`src/rtl/div_pkg.sv`:
```
// rtl/div_pkg.sv - shared types and constants for the sequential divider
package div_pkg;

    typedef enum logic [1:0] {
        IDLE = 2'd0,
        RUN  = 2'd1,
        DONE = 2'd2
    } div_state_t;

    localparam int DIV_WIDTH = 8;

    function automatic int cnt_width(input int w);
        return $clog2(w);
    endfunction

    localparam int DIV_CNT_W = cnt_width(DIV_WIDTH);

endpackage

```
`src/rtl/div_step.sv`:
```
// rtl/div_step.sv - one combinational restoring-division step
module div_step
    import div_pkg::*;
#(
    parameter int WIDTH = DIV_WIDTH
) (
    input  logic [WIDTH:0]   r,
    input  logic             q_msb,
    input  logic [WIDTH-1:0] d,
    output logic [WIDTH:0]   r_next,
    output logic             q_bit,
    output logic             borrow
);

    logic [WIDTH:0] shifted;
    logic [WIDTH:0] diff;

    always_comb begin
        shifted = {r[WIDTH-1:0], q_msb};
        // full-width compare keeps the partial remainder's top bit in the decision
        borrow  = ({r, q_msb} < {2'b00, d});
        diff    = shifted - {1'b0, d};
        r_next  = borrow ? shifted : diff;
        q_bit   = ~borrow;
    end

endmodule

```
`src/rtl/seq_divider.sv`:
```
// rtl/seq_divider.sv - radix-2 restoring unsigned divider, one quotient bit per clock
module seq_divider
    import div_pkg::*;
#(
    parameter int WIDTH = DIV_WIDTH
) (
    input  logic             clk,
    input  logic             rst_n,
    input  logic             start,
    input  logic [WIDTH-1:0] dividend,
    input  logic [WIDTH-1:0] divisor,
    output logic             busy,
    output logic             done,
    output logic [WIDTH-1:0] quotient,
    output logic [WIDTH-1:0] remainder,
    output logic             div_by_zero
);

    localparam int CW = cnt_width(WIDTH);

    div_state_t       state_q, state_d;
    logic [WIDTH:0]   r_q, r_d;
    logic [WIDTH-1:0] q_q, q_d;
    logic [WIDTH-1:0] d_q, d_d;
    logic [CW-1:0]    cnt_q, cnt_d;
    logic [WIDTH-1:0] quot_q, quot_d;
    logic [WIDTH-1:0] rem_q, rem_d;
    logic             dbz_q, dbz_d;
    logic             done_q, done_d;
    logic             busy_q, busy_d;

    logic [WIDTH:0]   step_r;
    logic             step_qbit;
    logic             step_borrow;

    div_step #(.WIDTH(WIDTH)) u_step (
        .r      (r_q),
        .q_msb  (q_q[WIDTH-1]),
        .d      (d_q),
        .r_next (step_r),
        .q_bit  (step_qbit),
        .borrow (step_borrow)
    );

    always_comb begin
        state_d = state_q;
        r_d     = r_q;
        q_d     = q_q;
        d_d     = d_q;
        cnt_d   = cnt_q;
        quot_d  = quot_q;
        rem_d   = rem_q;
        dbz_d   = dbz_q;
        done_d  = 1'b0;
        case (state_q)
            IDLE: begin
                if (start) begin
                    if (divisor == '0) begin
                        quot_d  = '1;
                        rem_d   = dividend;
                        dbz_d   = 1'b1;
                        done_d  = 1'b1;
                        state_d = DONE;
                    end else begin
                        q_d     = dividend;
                        r_d     = '0;
                        d_d     = divisor;
                        cnt_d   = CW'(WIDTH - 1);
                        state_d = RUN;
                    end
                end
            end
            RUN: begin
                r_d = step_r;
                q_d = {q_q[WIDTH-2:0], step_qbit & ~step_borrow};
                if (cnt_q == '0) begin
                    quot_d  = q_d;
                    rem_d   = step_r[WIDTH-1:0];
                    dbz_d   = 1'b0;
                    done_d  = 1'b1;
                    state_d = DONE;
                end else begin
                    cnt_d = cnt_q - 1'b1;
                end
            end
            DONE:    state_d = IDLE;
            default: state_d = IDLE;
        endcase
        busy_d = (state_d != IDLE);
    end

    always_ff @(posedge clk or negedge rst_n) begin
        if (!rst_n) begin
            state_q <= IDLE;
            r_q     <= '0;
            q_q     <= '0;
            d_q     <= '0;
            cnt_q   <= '0;
            quot_q  <= '0;
            rem_q   <= '0;
            dbz_q   <= 1'b0;
            done_q  <= 1'b0;
            busy_q  <= 1'b0;
        end else begin
            state_q <= state_d;
            r_q     <= r_d;
            q_q     <= q_d;
            d_q     <= d_d;
            cnt_q   <= cnt_d;
            quot_q  <= quot_d;
            rem_q   <= rem_d;
            dbz_q   <= dbz_d;
            done_q  <= done_d;
            busy_q  <= busy_d;
        end
    end

    assign busy        = busy_q;
    assign done        = done_q;
    assign quotient    = quot_q;
    assign remainder   = rem_q;
    assign div_by_zero = dbz_q;

endmodule
```
`config.mk`:
```
export PLATFORM = sky130hd
export DESIGN_NAME = seq_divider
export DESIGN_NICKNAME = d
export VERILOG_FILES = /design/src/rtl/div_pkg.sv /design/src/rtl/div_step.sv /design/src/rtl/seq_divider.sv
export SDC_FILE = /design/constraint.sdc
export NUM_CORES = 1
export LEC_CHECK = 0
export CAP_MARGIN = 20
export CORE_UTILIZATION = 50
export DETAILED_ROUTE_END_ITERATION = 6
export HOLD_SLACK_MARGIN = 0.05
export PLACE_DENSITY_LB_ADDON = 0.12
export REMOVE_ABC_BUFFERS = 1
export SLEW_MARGIN = 10
export SYNTH_ARGS = -nofsm -noshare
export SYNTH_HDL_FRONTEND = slang
export SYNTH_HIERARCHICAL = 1
export SYNTH_SLANG_ARGS = --single-unit
```
`constraint.sdc`:
```
create_clock -name clk -period 5.65 [get_ports clk]
set_input_delay 1.13 -clock clk [delete_from_list [all_inputs] [get_ports clk]]
set_output_delay 1.13 -clock clk [all_outputs]
set_load 0.1 [all_outputs]
```
==> results by group, run 1 <==
Timing
  • RSZ-0062 raised after global routing: no
  • Pins over their slew limit: 0
  • Final setup fails: 0
  • Fin crit share: 56.73%
  • Max Clock Skew: 0.007938 ns
  • Minimum clock period: 3.205 ns
  • F_max: 312.0 MHz
  • Slew headroom: 34.94%
  • Final Hold Fails: 0
  • Hold Worst Slack: 0.4964 ns
  • Final setup TNS: 0 ns
  • Least-Margin Pin Slew: 0.9729 ns

Detailed routing
  • DR DRC count: 0
  • Starting DRT DRC Count: 108
  • Via Count: 1971
  • Routed WL: 5393 µm
  • Via-to-Cell Ratio: 5.521
  • Post-route ant nets: 0
  • Wirelength per Cell: 15.11 µm
  • Initial DRT Pass Iterations: 4

Floorplanning
  • Io pins: 38
  • Die ar.: 0.005796 mm²
  • Starting density of the core: 52.79%
  • Core area: 0.005205 mm²
  • # rows: 26
  • DIE HEIGHT: 76.13 µm
  • Chip width: 76.13 µm

Clock tree
  • Root Driver: clkbuf_8
  • CTS tree: built
  • CTS resizes: 0
  • CTS Hold Bufs: 0
  • Post-CTS setup buffers: 0
  • Clock Latency Late Sink: 0.30 ns
  • CTS Buffer Depth: 2
  • CTS Buf Count: 5
  • CTS sink cnt: 49
  • Reg clk slew, reported paths: 0.09 ns
  • H-tree Lvls: 2

Worst setup path
  • Critical Path End Type: register
  • Crit. path cell count: 4
  • Worst Path Arrival: 3.39 ns
  • Worst Path Buf+Inv: 1
  • WS Path Type: input port to register
  • CP Cell Sequence: clkdlybuf4s50_1 -> or3b_1 -> o31ai_4 -> mux2_2
  • WP data required: 5.83 ns
  • Max incr delay on CP: 0.81 ns
  • Worst setup SP type: input port
  • Worst r2r path cells: 10
  • Worst-path maximum fanout: 17
  • Crit path max-delay family: compound AO/OA/AOI/OAI gates
  • Slowest-stage cell, CP: o31ai_4

Layout
  • Diodes inserted: 0
  • Fillcell total: 443
  • Commonest cells after routing, fill and taps aside: 49 x dfrtp_1, 36 x clkdlybuf4s50_1, 24 x mux2_2
  • Synth-to-Final Area Change: 19.26%
  • Layout cells sized above 1: 20.91%
  • Post-route cell area: 0.003277 mm²
  • Final-stage net count: 316
  • Commonest non-fill, non-tap cell in the layout: dfrtp_1
  • Reg area: 0.001226 mm²
  • Area occupied by multi-input gates: 0.001358 mm²

GRT
  • Vias in the first global route: 1929
  • Global Route Usage Sum: 20.18%
  • Initial antenna violation count: 0
  • Global-route wire length before repair: 9239 µm
  • Largest net degree at the start of global routing: 50
  • Grt ovf: 0

Synth
  • Cells after synthesis: 252
  • Syn avg cell area: 10.90 µm²
  • Yosys warning count: 6
  • Yosys cell types: 47
  • Top cells by area, synth: dfrtp_1 45%, mux2_2 9.8%, ha_1 4.6%, a211oi_1 4.4%, mux2_4 4.4%
  • Seq/Total Area, Yosys: 44.63%
  • Synth top area share: 44.63%
  • Netlist Area Pre-Place: 0.002748 mm²
  • Ys flop type: dfrtp_1
  • Asr flop ratio synth: 100.0%
  • Synthesized flop and latch total: 49
  • Post-synth top area cell: dfrtp_1
  • Number of synthesized flops with an enable pin: 0

Placed design
  • Post-DP HPWL: 3882 µm
  • Dpl cell area: 0.003161 mm²
  • Port bufs: 37
  • Gpl congestion: 0.7609

Status
  • Status: finished clean

Job
  • Max Cap Viol: 0

Worst hold path
  • Hold Path Depth: 1
  • Hold Crit Class: register to register
[flip-flops by register name, summed over array words and instances, names as in the netlist]
register / count
r_q: 9
state_q: 2
busy: 1
quotient: 8
div_by_zero: 1
remainder: 8
done: 1
cnt_q: 3
d_q: 8
q_q: 8
[worst paths after layout]
check	slack (ns)	to	startpoint
max in group asynchronous	4.32	d_q[5]	rst_n
worst min register to register	0.50	quotient[1]	quotient[1]
worst min-delay path	0.50	quotient[1]	quotient[1]
min in group asynchronous	0.93	r_q[8]	rst_n
worst max register to register	2.57	remainder[2]	q_q[7]
worst max-delay path	2.44	remainder[5]	start
[per-stage QoR]
step	instances	util, %	setup slack, ns
after floorplan	237	-	2.691
after global placement	349	60.72	2.167
after detailed placement	349	60.72	2.132
after CTS	357	62.96	2.454
after global routing	357	62.96	2.368
final	357	62.96	2.445
[worst register-to-register path, stage by stage, from the launching register on]
cell     delay, ns
dfrtp_1       0.39
inv_1         0.10
ha_1          0.18
inv_1         0.06
fa_1          0.40
a21o_1        0.21
a41o_1        0.29
a31o_1        0.42
mux2_4        0.39
mux2_2        0.27
mux2_2        0.26
[cells by family after synthesis]
logic type | count (synthesis) | share of synthesized area (%)
buf+inv | 38 | 6.056
flops | 49 | 44.63
compound gates | 57 | 16.90
simple gates | 59 | 10.93
mux | 34 | 14.94
fa+ha+maj | 11 | 5.282
xor+xnor | 4 | 1.275
[synth_stat cells, types with 2 or more instances]
| cell type | n |
|---|---|
| dfrtp_1 | 49 |
| a21oi_1 | 6 |
| nand2b_1 | 5 |
| inv_1 | 23 |
| o22a_2 | 8 |
| nor2_1 | 21 |
| clkbuf_1 | 10 |
| a221oi_1 | 2 |
| a21o_1 | 3 |
| mux2i_1 | 2 |
| xor2_1 | 3 |
| nand2_1 | 12 |
| mux2_4 | 8 |
| nor2b_1 | 5 |
| buf_6 | 3 |
| a211oi_1 | 16 |
| ha_1 | 10 |
| o31ai_1 | 10 |
| nor4_1 | 2 |
| nand3_1 | 3 |
| mux2_2 | 24 |
| o21ai_0 | 2 |
[layer usage]
| metal | up-vias | share of wire (%) | GRT usage (%) |
|---|---|---|---|
| met3 | 9 | 4.7 | 4.551 |
| met2 | 46 | 45 | 31.55 |
| li1 | 969 | - | - |
| met4 | 0 | 1.6 | 5.769 |
| met1 | 947 | 49 | 28.18 |
| met5 | - | 0 | 0 |
[layout make-up]
cell class / instances / share of cell area, %
Clock buffer: 7 / 2.635
Clock inverter: 1 / 0.9164
Inverter: 23 / 2.635
Multi-Input combinational cell: 165 / 41.43
Sequential cell: 49 / 37.42
Tap cell: 70 / 2.673
Timing Repair Buffer: 42 / 12.29
Power of run 1 is not shown: default switching activity piles up to over one toggle a cycle in this logic, so the estimate is an artifact.
==> run 2: changes to the inputs <==
==> constraint.sdc (replaced) <==
create_clock -name clk -period 2.95 [get_ports clk]
set_input_delay 0.59 -clock clk [delete_from_list [all_inputs] [get_ports clk]]
set_output_delay 0.59 -clock clk [all_outputs]
set_load 0.1 [all_outputs]
==> run 2 against run 1 <==
Compared with the run above: clock-buffer cell count shrank 2; via count grew 2.0%; register-to-register slack lost 2.5 ns; hold slack lost 0.40 ns; first-iteration DRC count shrank 12%; critical path depth grew 6; highest routed layer unchanged.
==> results by group, run 2 (synthesized netlist as in run 1, its figures left out) <==
Clock tree
  • CTS tree: built
  • Clock Latency Late Sink: 0.32 ns
  • Root Driver: clkbuf_8
  • H-tree Lvls: 2
  • CTS sink cnt: 49
  • CTS Buf Count: 5
  • CTS Buffer Depth: 2
  • Reg clk slew, reported paths: 0.09 ns
  • Post-CTS setup buffers: 0

Detailed routing
  • Post-route ant nets: 0
  • Routed WL: 5902 µm
  • Wirelength per Cell: 16.30 µm
  • DR DRC count: 0
  • Via-to-Cell Ratio: 5.555
  • Initial DRT Pass Iterations: 4
  • Starting DRT DRC Count: 95
  • Via Count: 2011

Worst setup path
  • WS Path Type: register to register
  • Worst Path Arrival: 3.04 ns
  • Worst-path maximum fanout: 10
  • WP data required: 3.15 ns
  • Worst setup SP type: register
  • Critical Path End Type: register
  • FF-to-FF setup slack: 0.11 ns

GRT
  • Largest net degree at the start of global routing: 27
  • Vias in the first global route: 2033
  • Global Route Usage Sum: 22.13%
  • Global-route wire length before repair: 9942 µm
  • Grt ovf: 0
  • Initial antenna violation count: 0

Timing
  • Minimum clock period: 2.839 ns
  • Max Clock Skew: 0.01060 ns
  • Fin crit share: 96.22%
  • Pins over their slew limit: 0
  • Final Hold Fails: 0
  • RSZ-0062 raised after global routing: no
  • F_max: 352.3 MHz
  • Slew headroom: 58.57%
  • Worst setup margin: 0.1115 ns
  • Final setup TNS: 0 ns
  • Least-Margin Pin Slew: 0.6158 ns
  • Final setup fails: 0
  • Hold Worst Slack: 0.09876 ns

Status
  • Status: finished clean

Floorplanning
  • DIE HEIGHT: 76.13 µm
  • Core area: 0.005205 mm²
  • Die ar.: 0.005796 mm²
  • # rows: 26
  • Chip width: 76.13 µm
  • Starting density of the core: 52.79%
  • Io pins: 38

Layout
  • Fillcell total: 445
  • Final-stage net count: 321
  • Commonest non-fill, non-tap cell in the layout: dfrtp_1
  • Layout cells sized above 1: 29.45%
  • Reg with most FFs: r_q
  • Commonest cells after routing, fill and taps aside: 49 x dfrtp_1, 29 x buf_4, 24 x mux2_2
  • Synth-to-Final Area Change: 19.08%
  • Diodes inserted: 0
  • Area occupied by multi-input gates: 0.001366 mm²
  • Reg area: 0.001226 mm²
  • Post-layout util: 62.86%
  • Max reg flops: 9

Placed design
  • Post-DP HPWL: 4282 µm
  • Setup WS pre-CTS: -0.01238 ns
  • Port bufs: 37
  • Gpl congestion: 0.8045

Worst hold path
  • Hold Crit Class: input port to asynchronous set/reset pin

Job
  • Max Cap Viol: 0
## run 2: cell types whose count changed in the layout (fill, tap and decap cells not counted), sizes merged
cell	delta
inv	+1
clkbuf	-2
clkdlybuf4s50	-19
clkinv	+1
buf	+24
## run 2: final cells by class
cell class / instances / area share [%]
Multi-Input combinational cell: 165 / 41.76
Sequential cell: 49 / 37.48
Timing Repair Buffer: 47 / 12.01
Tap cell: 70 / 2.677
Inverter: 23 / 2.639
Clock buffer: 5 / 2.103
Clock inverter: 3 / 1.338
## run 2: timing repair
| item | in CTS | in global routing |
|---|---|---|
| gates resized for setup | 1 | 1 |
| endpoints found under the setup margin | 7 | 7 |
| pin swaps | 0 | 1 |
| hold buffers | 0 | 0 |
## run 2: critical path, stage by stage (launching register included)
cell,delay [ns]
dfrtp_1,0.39
inv_1,0.08
ha_1,0.16
inv_1,0.06
fa_1,0.39
a21o_1,0.20
a41o_1,0.29
a31o_4,0.30
mux2_4,0.33
mux2_2,0.27
mux2_2,0.26
## run 2: layer usage
| metal | vias up | GRT usage, % | wire length, µm |
|---|---|---|---|
| met5 | - | 0 | 0 |
| met4 | 0 | 6.923 | 91 |
| met2 | 47 | 35.09 | 2729 |
| met3 | 8 | 5.030 | 265 |
| li1 | 983 | - | - |
| met1 | 973 | 30.21 | 2815 |
## run 2: worst paths after layout
check	depth (start not counted)	endpoint	start
max	10	remainder[2]	q_q[7]
min	1	d_q[5]	rst_n
max reg2reg	10	remainder[2]	q_q[7]
min reg2reg	1	quotient[1]	quotient[1]
max in group asynchronous	2	r_q[4]	rst_n
min in group clk	1	quotient[1]	quotient[1]
## run 2: stage by stage
step,area [µm²],instances
global placement,3151,354
global route,3272,362
finish,3272,362
CTS,3263,362
floorplan,2668,237
detailed placement,3151,354
Power of run 2 is left out for the same reason.
==> run 3: changes to the inputs <==
--- a/config.mk
+++ b/config.mk
@@ -8,6 +8,7 @@
 export CAP_MARGIN = 20
 export CORE_UTILIZATION = 50
 export DETAILED_ROUTE_END_ITERATION = 6
+export GPL_TIMING_DRIVEN = 0
 export HOLD_SLACK_MARGIN = 0.05
 export PLACE_DENSITY_LB_ADDON = 0.12
 export REMOVE_ABC_BUFFERS = 1
==> run 3 against run 2 <==
Compared with the run above: final cell count is 1.1% lower; non-clock buffer count is 4 lower; utilization is 0.46 points higher; critical endpoint is now remainder[3]; final area is 0.73% higher.
==> results by group, run 3 (synthesized netlist as in run 1, its figures left out) <==
Placed design
  • Gpl congestion: 0.8211
  • Post-DP HPWL: 4083 µm
  • Inst Count DP: 348
  • Port bufs: 37

Floorplanning
  • Die ar.: 0.005796 mm²
  • Chip width: 76.13 µm
  • Core area: 0.005205 mm²
  • Starting density of the core: 52.79%
  • # rows: 26
  • DIE HEIGHT: 76.13 µm
  • Io pins: 38

Detailed routing
  • Via-to-Cell Ratio: 5.584
  • DR DRC count: 0
  • Routed WL: 5471 µm
  • Initial DRT Pass Iterations: 4
  • Post-route ant nets: 0
  • Wirelength per Cell: 15.28 µm
  • Starting DRT DRC Count: 81
  • Via Count: 1999

Clock tree
  • CTS sink cnt: 49
  • Root Driver: clkbuf_8
  • CTS Hold Bufs: 0
  • Clock Latency Late Sink: 0.30 ns
  • Reg clk slew, reported paths: 0.09 ns
  • CTS tree: built
  • H-tree Lvls: 2
  • CTS Buf Count: 5
  • CTS Buffer Depth: 2

Worst setup path
  • RR Endpoint: remainder[3]
  • WS Path Type: register to register
  • Worst Path Buf+Inv: 2
  • CP Cell Sequence: inv_1 -> ha_1 -> inv_1 -> fa_2 -> a21o_1 -> a41o_1 -> a31o_4 -> mux2_4 -> mux2_2 -> mux2_2
  • Worst-path maximum fanout: 8
  • Reg2reg start: q_q[7]
  • Slowest-stage cell, CP: dfrtp_1
  • Max incr delay on CP: 0.39 ns
  • FF-to-FF setup slack: 0.17 ns
  • Worst r2r path cells: 10
  • WP data required: 3.14 ns
  • Crit path max-delay family: multiplexers
  • Critical Path End Type: register
  • Worst Path Arrival: 2.98 ns
  • Crit path from: q_q[7]
  • Worst setup SP type: register

Timing
  • Slew headroom: 35.03%
  • Final setup fails: 0
  • Hold Worst Slack: 0.2031 ns
  • Fin crit share: 94.37%
  • RSZ-0062 raised after global routing: no
  • F_max: 359.2 MHz
  • Final Hold Fails: 0
  • Pins over their slew limit: 0
  • Least-Margin Pin Slew: 0.9715 ns
  • Max Clock Skew: 0.005112 ns
  • Minimum clock period: 2.784 ns

Layout
  • Commonest non-fill, non-tap cell in the layout: dfrtp_1
  • Fillcell total: 456
  • Reg with most FFs: r_q
  • Final-stage net count: 317
  • Commonest cells after routing, fill and taps aside: 49 x dfrtp_1, 36 x clkdlybuf4s50_1, 24 x mux2_2
  • Synth-to-Final Area Change: 19.95%
  • Diodes inserted: 0
  • Final Non-Filler Cells: 358
  • Layout cells sized above 1: 22.57%
  • Post-layout util: 63.32%
  • Max reg flops: 9

GRT
  • Global Route Usage Sum: 20.78%
  • Vias in the first global route: 2009
  • Global-route wire length before repair: 9570 µm
  • Largest net degree at the start of global routing: 39
  • Grt ovf: 0
  • Initial antenna violation count: 0

Status
  • Status: finished clean

Worst hold path
  • Hold Crit Class: input port to asynchronous set/reset pin

Job
  • Max Cap Viol: 0
[run 3: worst register-to-register path: cells and delay by family (launching register included)]
family,cells,cell delay [ns]
mux,3,0.85
compound gates,3,0.77
buf+inv,2,0.16
flops,1,0.39
fa+ha+maj,2,0.52
[run 3: worst max-delay path by stage]
stage,endpoint,cells past startpoint
global route,remainder[4],10
CTS,remainder[2],10
floorplan,remainder[1],10
detailed placement,remainder[3],4
finish,remainder[3],10
global placement,r_q[2],4
[run 3: metrics by stage]
stage	instance area (µm²)	worst slack [ns]	TNS (ns)
after CTS	3278	0.05544	0
after global routing	3296	0.04331	0
after global placement	3126	-0.6635	-22.94
final	3296	0.1661	0
after detailed placement	3183	-0.1362	-1.007
after floorplan	2668	0.1829	0
[run 3: cell type report]
cell class	count	area [µm²]	area share, %
clock inverters	2	13.76	0.4176
multi-input cells	165	1386	42.07
repair buffers	43	422.9	12.83
clock buffers	6	72.57	2.202
well taps	70	87.58	2.658
flip-flops and latches	49	1226	37.21
inverters	23	86.33	2.620
[run 3: metal layers]
layer | part of all wire, % | global-route usage (%)
met1 | 48 | 28.28
met2 | 48 | 34.18
met3 | 3.8 | 4.311
met4 | 0.35 | 4.808
met5 | 0 | 0
[run 3: repair_timing]
item,in CTS,in global routing
pin swaps,0,2
endpoints found under the setup margin,7,7
cloned,0,0
buffers inserted,0,2
gates resized for setup,2,1
hold endpoints to repair,0,0
Power of run 3 is left out for the same reason.
